## config.mk

```make
export PLATFORM = sky130hd
export DESIGN_NAME = sdram_bus_arbiter
export DESIGN_NICKNAME = d
export VERILOG_FILES = /design/src/rtl/sdram_bus_pkg.sv /design/src/rtl/rr_arbiter.sv /design/src/rtl/sdram_bus_arbiter.sv
export SDC_FILE = /design/constraint.sdc
export NUM_CORES = 1
export LEC_CHECK = 0
export BUFFER_PORTS_ARGS = -buffer_cell sky130_fd_sc_hd__buf_2
export CAP_MARGIN = 25
export CORE_AREA = 5 5 140 142
export DETAILED_ROUTE_END_ITERATION = 16
export DIE_AREA = 0 0 145 147
export GPL_TIMING_DRIVEN = 0
export PLACE_DENSITY_LB_ADDON = 0.2
export SYNTH_ARGS = -nofsm -noshare
export SYNTH_HDL_FRONTEND = slang
export SYNTH_SLANG_ARGS = --single-unit
```

## constraint.sdc

```tcl
create_clock -name clock -period 3.35 [get_ports clock]
set_input_delay 0.67 -clock clock [delete_from_list [all_inputs] [get_ports clock]]
set_output_delay 0.67 -clock clock [all_outputs]
set_load 0.02 [all_outputs]
```

## src/rtl/sdram_bus_pkg.sv

```systemverilog
// ---------------------------------------------------------------------------
// sdram_bus_pkg
// Shared definitions for the SDRAM bus arbiter: the arbiter state encoding,
// default bus widths and the bank/row/column field positions within a bus
// address.
// ---------------------------------------------------------------------------
package sdram_bus_pkg;

   typedef enum logic [1:0] {
      HOLDOFF = 2'd0,   // waiting for controller power-up sequence
      IDLE    = 2'd1,   // ready to grant
      WAIT    = 2'd2,   // request outstanding at the controller
      GAP     = 2'd3    // forced request-low cycle between transactions
   } state_t;

   localparam int ADDR_W = 25;
   localparam int DATA_W = 32;

   // Bus address layout {bank, row, col}
   localparam int BANK_MSB = 24;
   localparam int BANK_LSB = 23;
   localparam int ROW_MSB  = 22;
   localparam int ROW_LSB  = 10;
   localparam int COL_MSB  = 9;
   localparam int COL_LSB  = 0;

endpackage

```

## src/rtl/rr_arbiter.sv

```systemverilog
// ---------------------------------------------------------------------------
// rr_arbiter
// Combinational round-robin pick: the first set request bit at or after the
// pointer, wrapping modulo N.
//   i_req      : request vector
//   i_ptr      : highest-priority index this round
//   o_gnt      : one-hot grant
//   o_gnt_idx  : index of the granted bit
//   o_any_gnt  : at least one request was set
// ---------------------------------------------------------------------------
module rr_arbiter
   import sdram_bus_pkg::*;
#(
   parameter  int N  = 4,
   localparam int IW = (N > 1) ? $clog2(N) : 1
) (
   input  logic [N-1:0]  i_req,
   input  logic [IW-1:0] i_ptr,
   output logic [N-1:0]  o_gnt,
   output logic [IW-1:0] o_gnt_idx,
   output logic          o_any_gnt
);

   // One extra bit so ptr+k never overflows before the modulo fold
   logic [IW:0] w_pos;

   always_comb begin
      o_gnt     = '0;
      o_gnt_idx = '0;
      o_any_gnt = 1'b0;
      w_pos     = '0;
      for (int k = 0; k < N; k++) begin
         w_pos = {1'b0, i_ptr} + (IW+1)'(k);
         if (w_pos >= (IW+1)'(N))
            w_pos = w_pos - (IW+1)'(N);
         if (!o_any_gnt && i_req[w_pos[IW-1:0]]) begin
            o_any_gnt              = 1'b1;
            o_gnt_idx              = w_pos[IW-1:0];
            o_gnt[w_pos[IW-1:0]]   = 1'b1;
         end
      end
   end

endmodule

```

## src/rtl/sdram_bus_arbiter.sv

```systemverilog
// ---------------------------------------------------------------------------
// sdram_bus_arbiter
// Shares one SDRAM controller bus between N_REQ requesters (round-robin).
// Holds off all grants until the controller power-up time has elapsed, turns
// valid/ready requests into the controller's rising-edge request protocol and
// returns read data or a timeout error to the owning requester.
//   clock, reset                 : clock, synchronous active-high reset
//   req_valid/write/address/...  : packed per-requester request inputs
//   req_ready                    : one-cycle accept pulse (one-hot)
//   rsp_valid/error/read_data    : one-cycle completion pulse (one-hot)
//   mem_*                        : controller-side request/response
//   init_done                    : power-up holdoff has elapsed
//   busy                         : arbiter is not idle
// ---------------------------------------------------------------------------
module sdram_bus_arbiter #(
   parameter int N_REQ               = 4,
   parameter int ADDR_W              = 25,
   parameter int DATA_W              = 32,
   parameter int INIT_HOLDOFF_CYCLES = 26000,
   parameter int TIMEOUT_CYCLES      = 64
) (
   input  logic                    clock,
   input  logic                    reset,
   input  logic [N_REQ-1:0]        req_valid,
   input  logic [N_REQ-1:0]        req_write,
   input  logic [N_REQ*ADDR_W-1:0] req_address,
   input  logic [N_REQ*DATA_W-1:0] req_write_data,
   output logic [N_REQ-1:0]        req_ready,
   output logic [N_REQ-1:0]        rsp_valid,
   output logic                    rsp_error,
   output logic [DATA_W-1:0]       rsp_read_data,
   output logic                    mem_request,
   output logic                    mem_write_enable,
   output logic [ADDR_W-1:0]       mem_address,
   output logic [DATA_W-1:0]       mem_write_data,
   input  logic                    mem_response,
   input  logic [DATA_W-1:0]       mem_read_data,
   output logic                    init_done,
   output logic                    busy
);
   import sdram_bus_pkg::*;

   localparam int IW = (N_REQ > 1) ? $clog2(N_REQ) : 1;
   localparam int HW = $clog2(INIT_HOLDOFF_CYCLES + 1);
   localparam int TW = $clog2(TIMEOUT_CYCLES + 1);

   state_t          r_state;
   logic [HW-1:0]   r_hold_cnt;
   logic [TW-1:0]   r_to_cnt;
   logic [IW-1:0]   r_ptr;
   logic [IW-1:0]   r_owner;

   logic [N_REQ-1:0] w_gnt;
   logic [IW-1:0]    w_idx;
   logic             w_any;

   logic [ADDR_W-1:0] w_addr  [N_REQ];
   logic [DATA_W-1:0] w_wdata [N_REQ];

   for (genvar g = 0; g < N_REQ; g++) begin : g_unpack
      assign w_addr[g]  = req_address[g*ADDR_W +: ADDR_W];
      assign w_wdata[g] = req_write_data[g*DATA_W +: DATA_W];
   end

   rr_arbiter #(.N(N_REQ)) u_rr (
      .i_req     (req_valid),
      .i_ptr     (r_ptr),
      .o_gnt     (w_gnt),
      .o_gnt_idx (w_idx),
      .o_any_gnt (w_any)
   );

   always_ff @(posedge clock) begin
      if (reset) begin
         r_state          <= HOLDOFF;
         r_hold_cnt       <= '0;
         r_to_cnt         <= '0;
         r_ptr            <= '0;
         r_owner          <= '0;
         req_ready        <= '0;
         rsp_valid        <= '0;
         rsp_error        <= 1'b0;
         rsp_read_data    <= '0;
         mem_request      <= 1'b0;
         mem_write_enable <= 1'b0;
         mem_address      <= '0;
         mem_write_data   <= '0;
         init_done        <= 1'b0;
         busy             <= 1'b0;
      end else begin
         // Accept and completion strobes are single-cycle
         req_ready <= '0;
         rsp_valid <= '0;
         case (r_state)
            HOLDOFF: begin
               if (r_hold_cnt == HW'(INIT_HOLDOFF_CYCLES - 1)) begin
                  r_state   <= IDLE;
                  init_done <= 1'b1;
                  busy      <= 1'b0;
               end else begin
                  r_hold_cnt <= r_hold_cnt + 1'b1;
                  busy       <= 1'b1;
               end
            end
            IDLE: begin
               if (w_any) begin
                  req_ready        <= w_gnt;
                  r_owner          <= w_idx;
                  mem_address      <= w_addr[w_idx];
                  mem_write_data   <= w_wdata[w_idx];
                  // Request and write_enable rise together: the controller
                  // only samples write_enable on the request rising edge.
                  mem_request      <= 1'b1;
                  mem_write_enable <= req_write[w_idx];
                  r_ptr            <= (w_idx == IW'(N_REQ - 1)) ? '0 : w_idx + 1'b1;
                  r_to_cnt         <= '0;
                  r_state          <= WAIT;
                  busy             <= 1'b1;
               end
            end
            WAIT: begin
               // A response in the timeout cycle still counts as success
               if (mem_response) begin
                  rsp_valid        <= N_REQ'(1) << r_owner;
                  rsp_error        <= 1'b0;
                  rsp_read_data    <= mem_read_data;
                  mem_request      <= 1'b0;
                  mem_write_enable <= 1'b0;
                  r_state          <= GAP;
               end else if (r_to_cnt == TW'(TIMEOUT_CYCLES - 1)) begin
                  rsp_valid        <= N_REQ'(1) << r_owner;
                  rsp_error        <= 1'b1;
                  rsp_read_data    <= '0;
                  mem_request      <= 1'b0;
                  mem_write_enable <= 1'b0;
                  r_state          <= GAP;
               end else begin
                  r_to_cnt <= r_to_cnt + 1'b1;
               end
            end
            GAP: begin
               // Guarantees the controller sees a fresh rising edge next time
               r_state <= IDLE;
               busy    <= 1'b0;
            end
            default: r_state <= HOLDOFF;
         endcase
      end
   end

endmodule

```

Word level (Yosys, flattened, before mapping):

Cells that the tools add are included.

* register bits after elaboration: 130
* bits of input ports: 271
* output and inout bits: 102
* logic and storage cells: 147

* add/subtract/negate cells: 10
* magnitude comparators: 14
* eq/ne operators: 11
* shift-type cells: 1
* muxes and demuxes: 64
* bitwise operators: 8
* reductions and logical operators: 24

Operators with widths (count)
* $mux W32: 4
* $bmux W32 S2: 1
* $bmux W25 S2: 1
* $mux W25: 2
* $mux W2: 13
* $mux W4: 6
* $mux W7: 3
* $mux W1: 20
* $add A15 B1 Y15 const B: 1
* $eq A15 B15 Y1 const B: 1
* $lt A2 B3 Y1 const B: 5
* $pmux W7 S2: 1
* $ge A3 B3 Y1 const B: 4
* $or A4 B4 Y4: 3
* $bmux W1 S2: 5
* $reduce_and A2 Y1: 5
* $demux W1 S2: 4
* $ge A2 B1 Y1 const B: 4
* $pmux W2 S4: 1
* $sub A2 B1 Y2 const B: 4
* $add A7 B1 Y7 const B: 1
* $eq A7 B6 Y1 const B: 1
* $logic_and A1 B1 Y1: 7
* $add A2 B2 Y3 const B: 2
* 21 further kinds: 33

Longest topological paths before layout:

Gate-level depths: netlist (run 1).

* depth in word-level cells: 18
* mapped depth: 14

Hierarchy:

Synthesis (run 1) repeated with hierarchy kept, for this count alone.

* cells, all modules: 716
* area, all modules: 6716.4 um2

By module, submodules not included
* sdram_bus_arbiter: times used 1, cells an instance 671, area each 6297.3 um2, seq. area each 2602.5 um2
* rr_arbiter: times used 1, cells an instance 45, area each 419.2 um2, seq. area each 0.0 um2

Least setup slack after synthesis (run 1):

Ideal clock, no wire load.

* path kind: register to register
* start point: register r_ptr[0]
* end point: register mem_address[14]
* data arrival time: 3.151 ns
* path slack: 0.077 ns
* stages on the path, launching flop included: 14
* path buffers: 5
* path through: dfxtp_1 buf_2 buf_4 inv_1 ha_1 clkbuf_1 mux4_2 nor2b_1 o211ai_1 nand2_2 buf_6 buf_6 mux2_1 a221o_1

* cells in the longest elaborated chain, start to end: 18

RTL lines
* start: declaration: RTL line sdram_bus_arbiter.sv:50 `logic [IW-1:0] r_ptr;`
* start signal: assignment: RTL line sdram_bus_arbiter.sv:115 `r_ptr <= (w_idx == IW'(N_REQ - 1)) ? '0 : w_idx + 1'b1;`
* parallel branches: the longest is 18 deep, another holds $add A2 B1 Y3
* end signal: assignment: RTL line sdram_bus_arbiter.sv:109 `mem_address <= w_addr[w_idx];`
* end: declaration: RTL line sdram_bus_arbiter.sv:34 `output logic [ADDR_W-1:0] mem_address,`

Parallel ways; which one is timed is not known. The select of a mux whose other input is x is not followed.
A chain may end at the register's enable or synchronous reset.

Final worst setup path (run 1):

Same ends and word-level chain as after synthesis.

==> results of run 1 <==
## metal layers
layer | vias up | share of wire | GRT usage
li1 | 3786 | - | -
met1 | 3612 | 0.42 | 0.306
met2 | 325 | 0.48 | 0.383
met3 | 39 | 0.074 | 0.0651
met4 | 2 | 0.025 | 0.0730
met5 | - | 0.00026 | 0
## worst max-delay path: stages, from the launching register on
cell and delay [ns]:
dfxtp_4 0.37, buf_8 0.13, buf_12 0.13, clkinvlp_4 0.12
ha_4 0.30, mux4_2 0.54, buf_4 0.15, o211ai_1 0.18
buf_4 0.18, nand2_4 0.08, buf_12 0.15, buf_6 0.14
mux2_1 0.34, a221o_1 0.29
## worst max-delay path by stage
stage                          start                      endpoint  slack (ns)  cells after the start
2_1_floorplan  r_ptr[0]$_SDFFE_PP0P_  mem_address[14]$_SDFFE_PP0P_        0.08                     13
3_3_place_gp   r_ptr[0]$_SDFFE_PP0P_   mem_address[3]$_SDFFE_PP0P_       -0.60                     12
3_5_place_dp   r_ptr[0]$_SDFFE_PP0P_  mem_address[20]$_SDFFE_PP0P_       -0.61                     13
4_1_cts        r_ptr[0]$_SDFFE_PP0P_  mem_address[12]$_SDFFE_PP0P_       0.006                     13
5_1_grt        r_ptr[0]$_SDFFE_PP0P_   mem_address[1]$_SDFFE_PP0P_      -0.009                     12
6_report       r_ptr[0]$_SDFFE_PP0P_  mem_address[14]$_SDFFE_PP0P_        0.12                     13
## state kept, by name, indices dropped and copies added, names as in the netlist
name,count
r_owner,2
r_ptr,2
req_ready,4
busy,1
mem_write_enable,1
r_state,2
r_hold_cnt,15
mem_address,25
rsp_read_data,32
mem_write_data,32
mem_request,1
init_done,1
rsp_valid,4
r_to_cnt,7
rsp_error,1
## power by group
part	internal (mW)	switching [mW]
combinational	0.240	0.230
sequential	1.55	0.00375
clock	1.15	0.724
total	2.94	0.958
## area by class of cell
type / count / area (um2)
inverter: 11 / 48.8
clock inverter: 13 / 149
sequential: 130 / 2610
antenna: 3 / 7.51
timing repair buffer: 385 / 1960
tap: 234 / 293
buffer: 75 / 403
clock buffer: 19 / 453
multi-input combinational: 579 / 3960
fill: 1828 / 8450
## cells in the final DEF (no fill, tap or decap), types with 5 or more instances in the layout
| master | Yosys | routed |
|---|---|---|
| nor2_1 | 81 | 81 |
| nand2_1 | 24 | 24 |
| clkbuf_1 | 55 | 39 |
| and3_1 | 8 | 8 |
| buf_2 | 12 | 383 |
| nand3_1 | 8 | 8 |
| dfxtp_1 | 130 | 129 |
| xor2_1 | 13 | 13 |
| clkbuf_2 | 0 | 12 |
| a221oi_1 | 5 | 5 |
| nand2b_1 | 8 | 8 |
| a221o_1 | 57 | 57 |
| ha_1 | 12 | 11 |
| mux2i_1 | 6 | 6 |
| xnor2_1 | 5 | 5 |
| clkbuf_16 | 0 | 17 |
| mux2_2 | 49 | 49 |
| a22oi_1 | 37 | 36 |
| inv_1 | 11 | 9 |
| nor3_1 | 63 | 62 |
| a21oi_1 | 126 | 125 |
| nand4_1 | 5 | 5 |
| o21ai_0 | 13 | 13 |
| buf_4 | 1 | 17 |
| mux2_1 | 10 | 10 |
## kinds of logic after synthesis
group	after synthesis	share of synthesized area
compound gates	259	0.256
xor+xnor	18	0.0229
fa+ha+maj	12	0.0218
buf+inv	87	0.0523
flops	130	0.377
mux	69	0.118
simple gates	221	0.152
## repair_timing
action / CTS / global route
cloned: 0 / 0
gates resized for setup: 30 / 28
pin swaps: 1 / 1
setup endpoints to repair: 61 / 54
setup buffers: 2 / 11
## cells in the mapped netlist (all sizes together) (2+ instances only)
cell type	number	area (um2)
nor4	3	18.8
a21oi	126	631
o21a	2	15.0
a221o	57	571
buf	21	113
nor2b	4	25.0
nor3	63	315
nand3	8	40.0
nand2b	8	50.1
o21ai	14	81.3
nand3b	2	15.0
ha	12	150
mux4	4	90.1
and2	3	18.8
or2	3	18.8
xnor2	5	43.8
mux2	59	664
and3	8	50.1
a31oi	2	12.5
nand4	5	31.3
nor2	81	304
o211ai	2	15.0
dfxtp	130	2600
a211oi	4	30.0
or3	3	18.8
inv	11	41.3
a22oi	37	278
nand2	25	96.4
a221oi	5	43.8
mux2i	6	60.1
clkbuf	55	206
xor2	13	114
==> metrics.md, run 1 <==
| Metric | Value |
|---|---|
| Period utilisation layout | 0.964 |
| Grt total ovfl | 0 |
| Max cap viols | 0 |
| Worst Hold End | init_done$_SDFFE_PP0P_ |
| Slew Viols, Final | 0 |
| Prevailing post-synth register cell | dfxtp_1 |
| Critical Path RT | roughly 3.6 ns |
| Chip height | 147 um |
| Finished Cell Area | ~9900 um2 |
| I/O pin total | 373 |
| Die width | about 150 um |
| Core ar. | 18,300 um2 |
| DRT Pass-1 Iters | 5 |
| Worst-path fanout max | 10 |
| Rows | 50 |
| Power per cell area | just under 400 nW/um2 |
| Worst Hold Class | flop to flop |
| Mapped cell area | 6890 um2 |
| Drt initial violations | approximately 450 |
| Placed inst area | roughly 9000 um2 |
| PortBufs | between 300 and 400 |
| Routed vias | 7,764 |
| Number of setup violations in the final report | 0 |
| Layout cells sized above 1 | 0.429 |
| EDFF count, synth | 0 |
| Num CTS Buffers | 17 |
| Status | completed |
| Initial Util | 0.376 |
| Clock root buffer master | clkbuf_16 |
| CTS max path bufs | 2 |
| Internal reg-to-reg setup slack | 0.12 ns |
| Clock latency at the later pin of the worst-skew pair | 0.41 ns |
| Non-Filler Instances | ~1,400 |
| Least-Margin Pin Slew | around 0.63 ns |
| Async S/R FF share, synth | 0 |
| Area Overhead vs Synth | 43.3% |
| Final worst slack | 0.121 ns |
| Hold Path Depth | 2 |
| WP data arrival | roughly 3.5 ns |
| Synthesized flop and latch total | 130 |
| Final ANT Viol Nets | 0 |
| Clk slew on worst S/H paths | 0.06 ns |
| Gpl congestion | 0.909 |
| Total power draw | a little under 4 mW |
| Synth warn | 0 |
| Drt total wl | around 27 mm |
| Leak | 4.54 nW |
| Post-synthesis sequential area ratio | 0.377 |
| Avg WL per Cell | approximately 18 um |
| Total Routing Usage GR | 0.236 |
| Yosys cell types | 53 |
| Dpl cells | 1,402 |
| Post-Place Worst Slack | -0.612 ns |
| Net Count, Synth | 1,079 |
| CP Launch Type | flop |
| Syn avg cell area | 8.66 um2 |
| Die footprint | 21,300 um2 |
| Max Clock Skew | ~0.0090 ns |
| Top achievable clock speed | approximately 310 MHz |
| R2R depth | 13 |
| Vias in the first global route | roughly 7,600 |
| Final setup TNS | 0 ns |
| CTS Sinks | 130 |
| First-pass GRT wire length | roughly 40 mm |
| Number of cells produced by synthesis | approximately 800 |
| Initial antenna violation count | 3 |
| Slew headroom | 0.576 |
| FF-to-FF Start | r_ptr[0]$_SDFFE_PP0P_ |
| Dpl hpwl | between 20 and 25 mm |
| Final worst path period need | 3.23 ns |
| Hold bufs inserted after CTS | 0 |
| Final hold violations | 0 |
| Nets | ~1,500 |
| CP endpoint kind | flop |
| Pin count of the biggest net entering global routing | 17 |
| Final Util | 0.539 |
| Vias per Instance | between 5 and 6 |
| Max VDD drop | between 0.0002 and 0.0003 V |
| Hold slack | 0.475 ns |
| CTS tree | done |
| Reg2Reg Capture Point | mem_address[14]$_SDFFE_PP0P_ |
| Drc violations | 0 |
| # H-tree levels | 4 |
| WS Path Type | flop to flop |
| Hold path startpoint | init_done$_SDFFE_PP0P_ |
No activity file was read; power rests on OpenSTA's default activity.
==> run 2, diff against run 1 <==
--- a/config.mk
+++ b/config.mk
@@ -7,9 +7,10 @@
 export LEC_CHECK = 0
 export BUFFER_PORTS_ARGS = -buffer_cell sky130_fd_sc_hd__buf_2
 export CAP_MARGIN = 25
-export CORE_AREA = 5 5 140 142
+export CORE_AREA = 5 5 142 144
+export CTS_BUF_LIST = sky130_fd_sc_hd__clkbuf_8
 export DETAILED_ROUTE_END_ITERATION = 16
-export DIE_AREA = 0 0 145 147
+export DIE_AREA = 0 0 147 149
 export GPL_TIMING_DRIVEN = 0
 export PLACE_DENSITY_LB_ADDON = 0.2
 export SYNTH_ARGS = -nofsm -noshare
==> metrics.md, run 2 (synthesis results as in run 1) <==
| Metric | Value |
|---|---|
| Final hold violations | 0 |
| CP max stage delay | between 0.5 and 0.6 ns |
| Slew Viols, Final | 0 |
| Delay-heaviest family, CP | buffers and inverters |
| Avg WL per Cell | 18.9 um |
| Most frequent cells in the layout | buf_2, dfxtp_1, a21oi_1, nor2_1, nor3_1 |
| Clock root buffer master | clkbuf_8 |
| FF-to-FF Start | r_ptr[0]$_SDFFE_PP0P_ |
| Worst-path fanout max | 10 |
| Status | completed |
| Drt initial violations | 423 |
| Number of setup violations in the final report | 0 |
| R2R depth | 12 |
| Least-Margin Pin Slew | 0.602 ns |
| # H-tree levels | 4 |
| WS Path Type | flop to flop |
| Critical Path Source | r_ptr[0]$_SDFFE_PP0P_ |
| Max VDD drop | between 0.0002 and 0.00025 V |
| Dpl cells | 1,402 |
| CP cell instances | buf_6, buf_8, clkinvlp_4, ha_4, mux4_2, clkbuf_8, or3_4, buf_4, clkbuf_4, a21oi_1, nor3_1, a221o_1 |
| Pin count of the biggest net entering global routing | 17 |
| Hold path startpoint | mem_read_data[7] |
| Critical Path RT | roughly 3.7 ns |
| RSZ-0062 raised after global routing | false |
| CTS Sinks | 130 |
| Final Util | 0.518 |
| Initial Util | 0.371 |
| Hold Path Depth | 3 |
| Power per cell area | roughly 360 nW/um2 |
| Gpl congestion | just under 0.9 |
| Grt total ovfl | 0 |
| Area Overhead vs Synth | 39.6% |
| I/O pin total | around 370 |
| Dpl hpwl | between 20 and 25 mm |
| CP endpoint kind | flop |
| Fillers | 1,804 |
| Worst Hold End | rsp_read_data[7]$_SDFFE_PP0P_ |
| Leak | around 4.4 nW |
| Layout cells sized above 1 | 0.426 |
| Die footprint | between 20,000 and 25,000 um2 |
| CTS tree | done |
| Top achievable clock speed | about 300 MHz |
| Initial antenna violation count | 5 |
| Worst Hold Class | input port to flop |
| CP max-delay cell | mux4_2 |
| Top Registers | mem_write_data: 32 flops, rsp_read_data: 32 flops, mem_address: 25 flops |
| Final ANT Viol Nets | 0 |
| Total Routing Usage GR | 0.236 |
| Die width | roughly 150 um |
| Drt total wl | ~27 mm |
| Drc violations | 0 |
| Chip height | 149 um |
| Rows | 50 |
| Clock latency at the later pin of the worst-skew pair | between 0.4 and 0.5 ns |
| Period utilisation layout | 0.971 |
| Worst Path Buf+Inv | 6 |
| Vias per Instance | about 5.4 |
| Most common cell after layout, fill and taps aside | buf_2 |
| Vias in the first global route | between 7,000 and 8,000 |
| Routed vias | 7,764 |
| Reg2Reg Capture Point | mem_address[10]$_SDFFE_PP0P_ |
| CTS max path bufs | 2 |
| Internal reg-to-reg setup slack | just under 0.1 ns |
| PortBufs | about 370 |
| Num CTS Buffers | 17 |
| First-pass GRT wire length | between 40 and 50 mm |
| WP data arrival | 3.59 ns |
| Core ar. | between 15,000 and 20,000 um2 |
| Max Clock Skew | ~0.011 ns |
| Sequential cell area | 2600 um2 |
| Final worst path period need | roughly 3.3 ns |
| Non-Filler Instances | roughly 1,400 |
| DRT Pass-1 Iters | 5 |
| Slew headroom | 0.599 |
| Clk slew on worst S/H paths | 0.08 ns |
| CP Launch Type | flop |
| Finished Cell Area | between 9000 and 10,000 um2 |
| Max cap viols | 0 |
| Footprint of the multi-input gates | between 3000 and 4000 um2 |
| Nets | about 1,500 |
| Placed inst area | 9050 um2 |
-- run 2: area by class of cell --
cell class / count / share of cell area
diodes: 3 / 0.000780
plain buffers: 74 / 0.0390
clock buffers: 19 / 0.0272
clock inverters: 12 / 0.0163
inverters: 11 / 0.00468
multi-input cells: 579 / 0.413
flip-flops and latches: 130 / 0.271
well taps: 234 / 0.0304
repair buffers: 378 / 0.198
-- run 2: worst max-delay path by stage --
stage                                         to  slack [ns]  cells past startpoint
detailed placement  mem_address[16]$_SDFFE_PP0P_       -0.65                     12
finish              mem_address[10]$_SDFFE_PP0P_         0.1                     12
CTS                 mem_address[11]$_SDFFE_PP0P_        0.01                     13
global placement    mem_address[15]$_SDFFE_PP0P_       -0.60                     12
global route        mem_address[18]$_SDFFE_PP0P_       0.005                     12
floorplan           mem_address[14]$_SDFFE_PP0P_        0.08                     13
-- run 2: power breakdown --
part | internal [mW] | leakage [nW] | switching, mW | total [mW]
Sequential | 1.55 | 1.05 | 0.00361 | 1.55
Clock | 0.776 | 0.212 | 0.652 | 1.43
Combinational | 0.235 | 3.15 | 0.228 | 0.464
Total | 2.56 | 4.41 | 0.884 | 3.44
-- run 2: repair_timing --
| item | CTS | global route |
|---|---|---|
| buffers inserted | 4 | 2 |
| hold buffers | 0 | 0 |
| pin swaps | 1 | 0 |
| setup endpoints to repair | 61 | 50 |
| resized for setup | 29 | 23 |
-- run 2: routing by layer --
metal	vias up	track usage	part of all wire
met5	-	0	0.0016
met2	340	0.385	0.48
met4	6	0.0718	0.023
met1	3603	0.302	0.42
met3	46	0.0735	0.076
li1	3769	-	-
-- run 2: tightest hold or removal path, delay by kind of cell --
family                 cells  cell delay, ns
buffers and inverters      1            0.07
AO/OA/AOI/OAI              1            0.06
AND/OR/NAND/NOR            1            0.07
-- run 2: metrics by stage --
step / setup slack [ns] / hold slack (ns) / setup TNS (ns) / total power, mW
2_1_floorplan: 0.0774 / 0.434 / 0 / 1.81
3_3_place_gp: -0.596 / 0.457 / -27.28 / 2.03
3_5_place_dp: -0.645 / 0.466 / -29.77 / 2.03
4_1_cts: 0.0126 / 0.433 / 0 / 3.47
5_1_grt: 0.00468 / 0.422 / 0 / 3.60
6_report: 0.0975 / 0.466 / 0 / 3.44
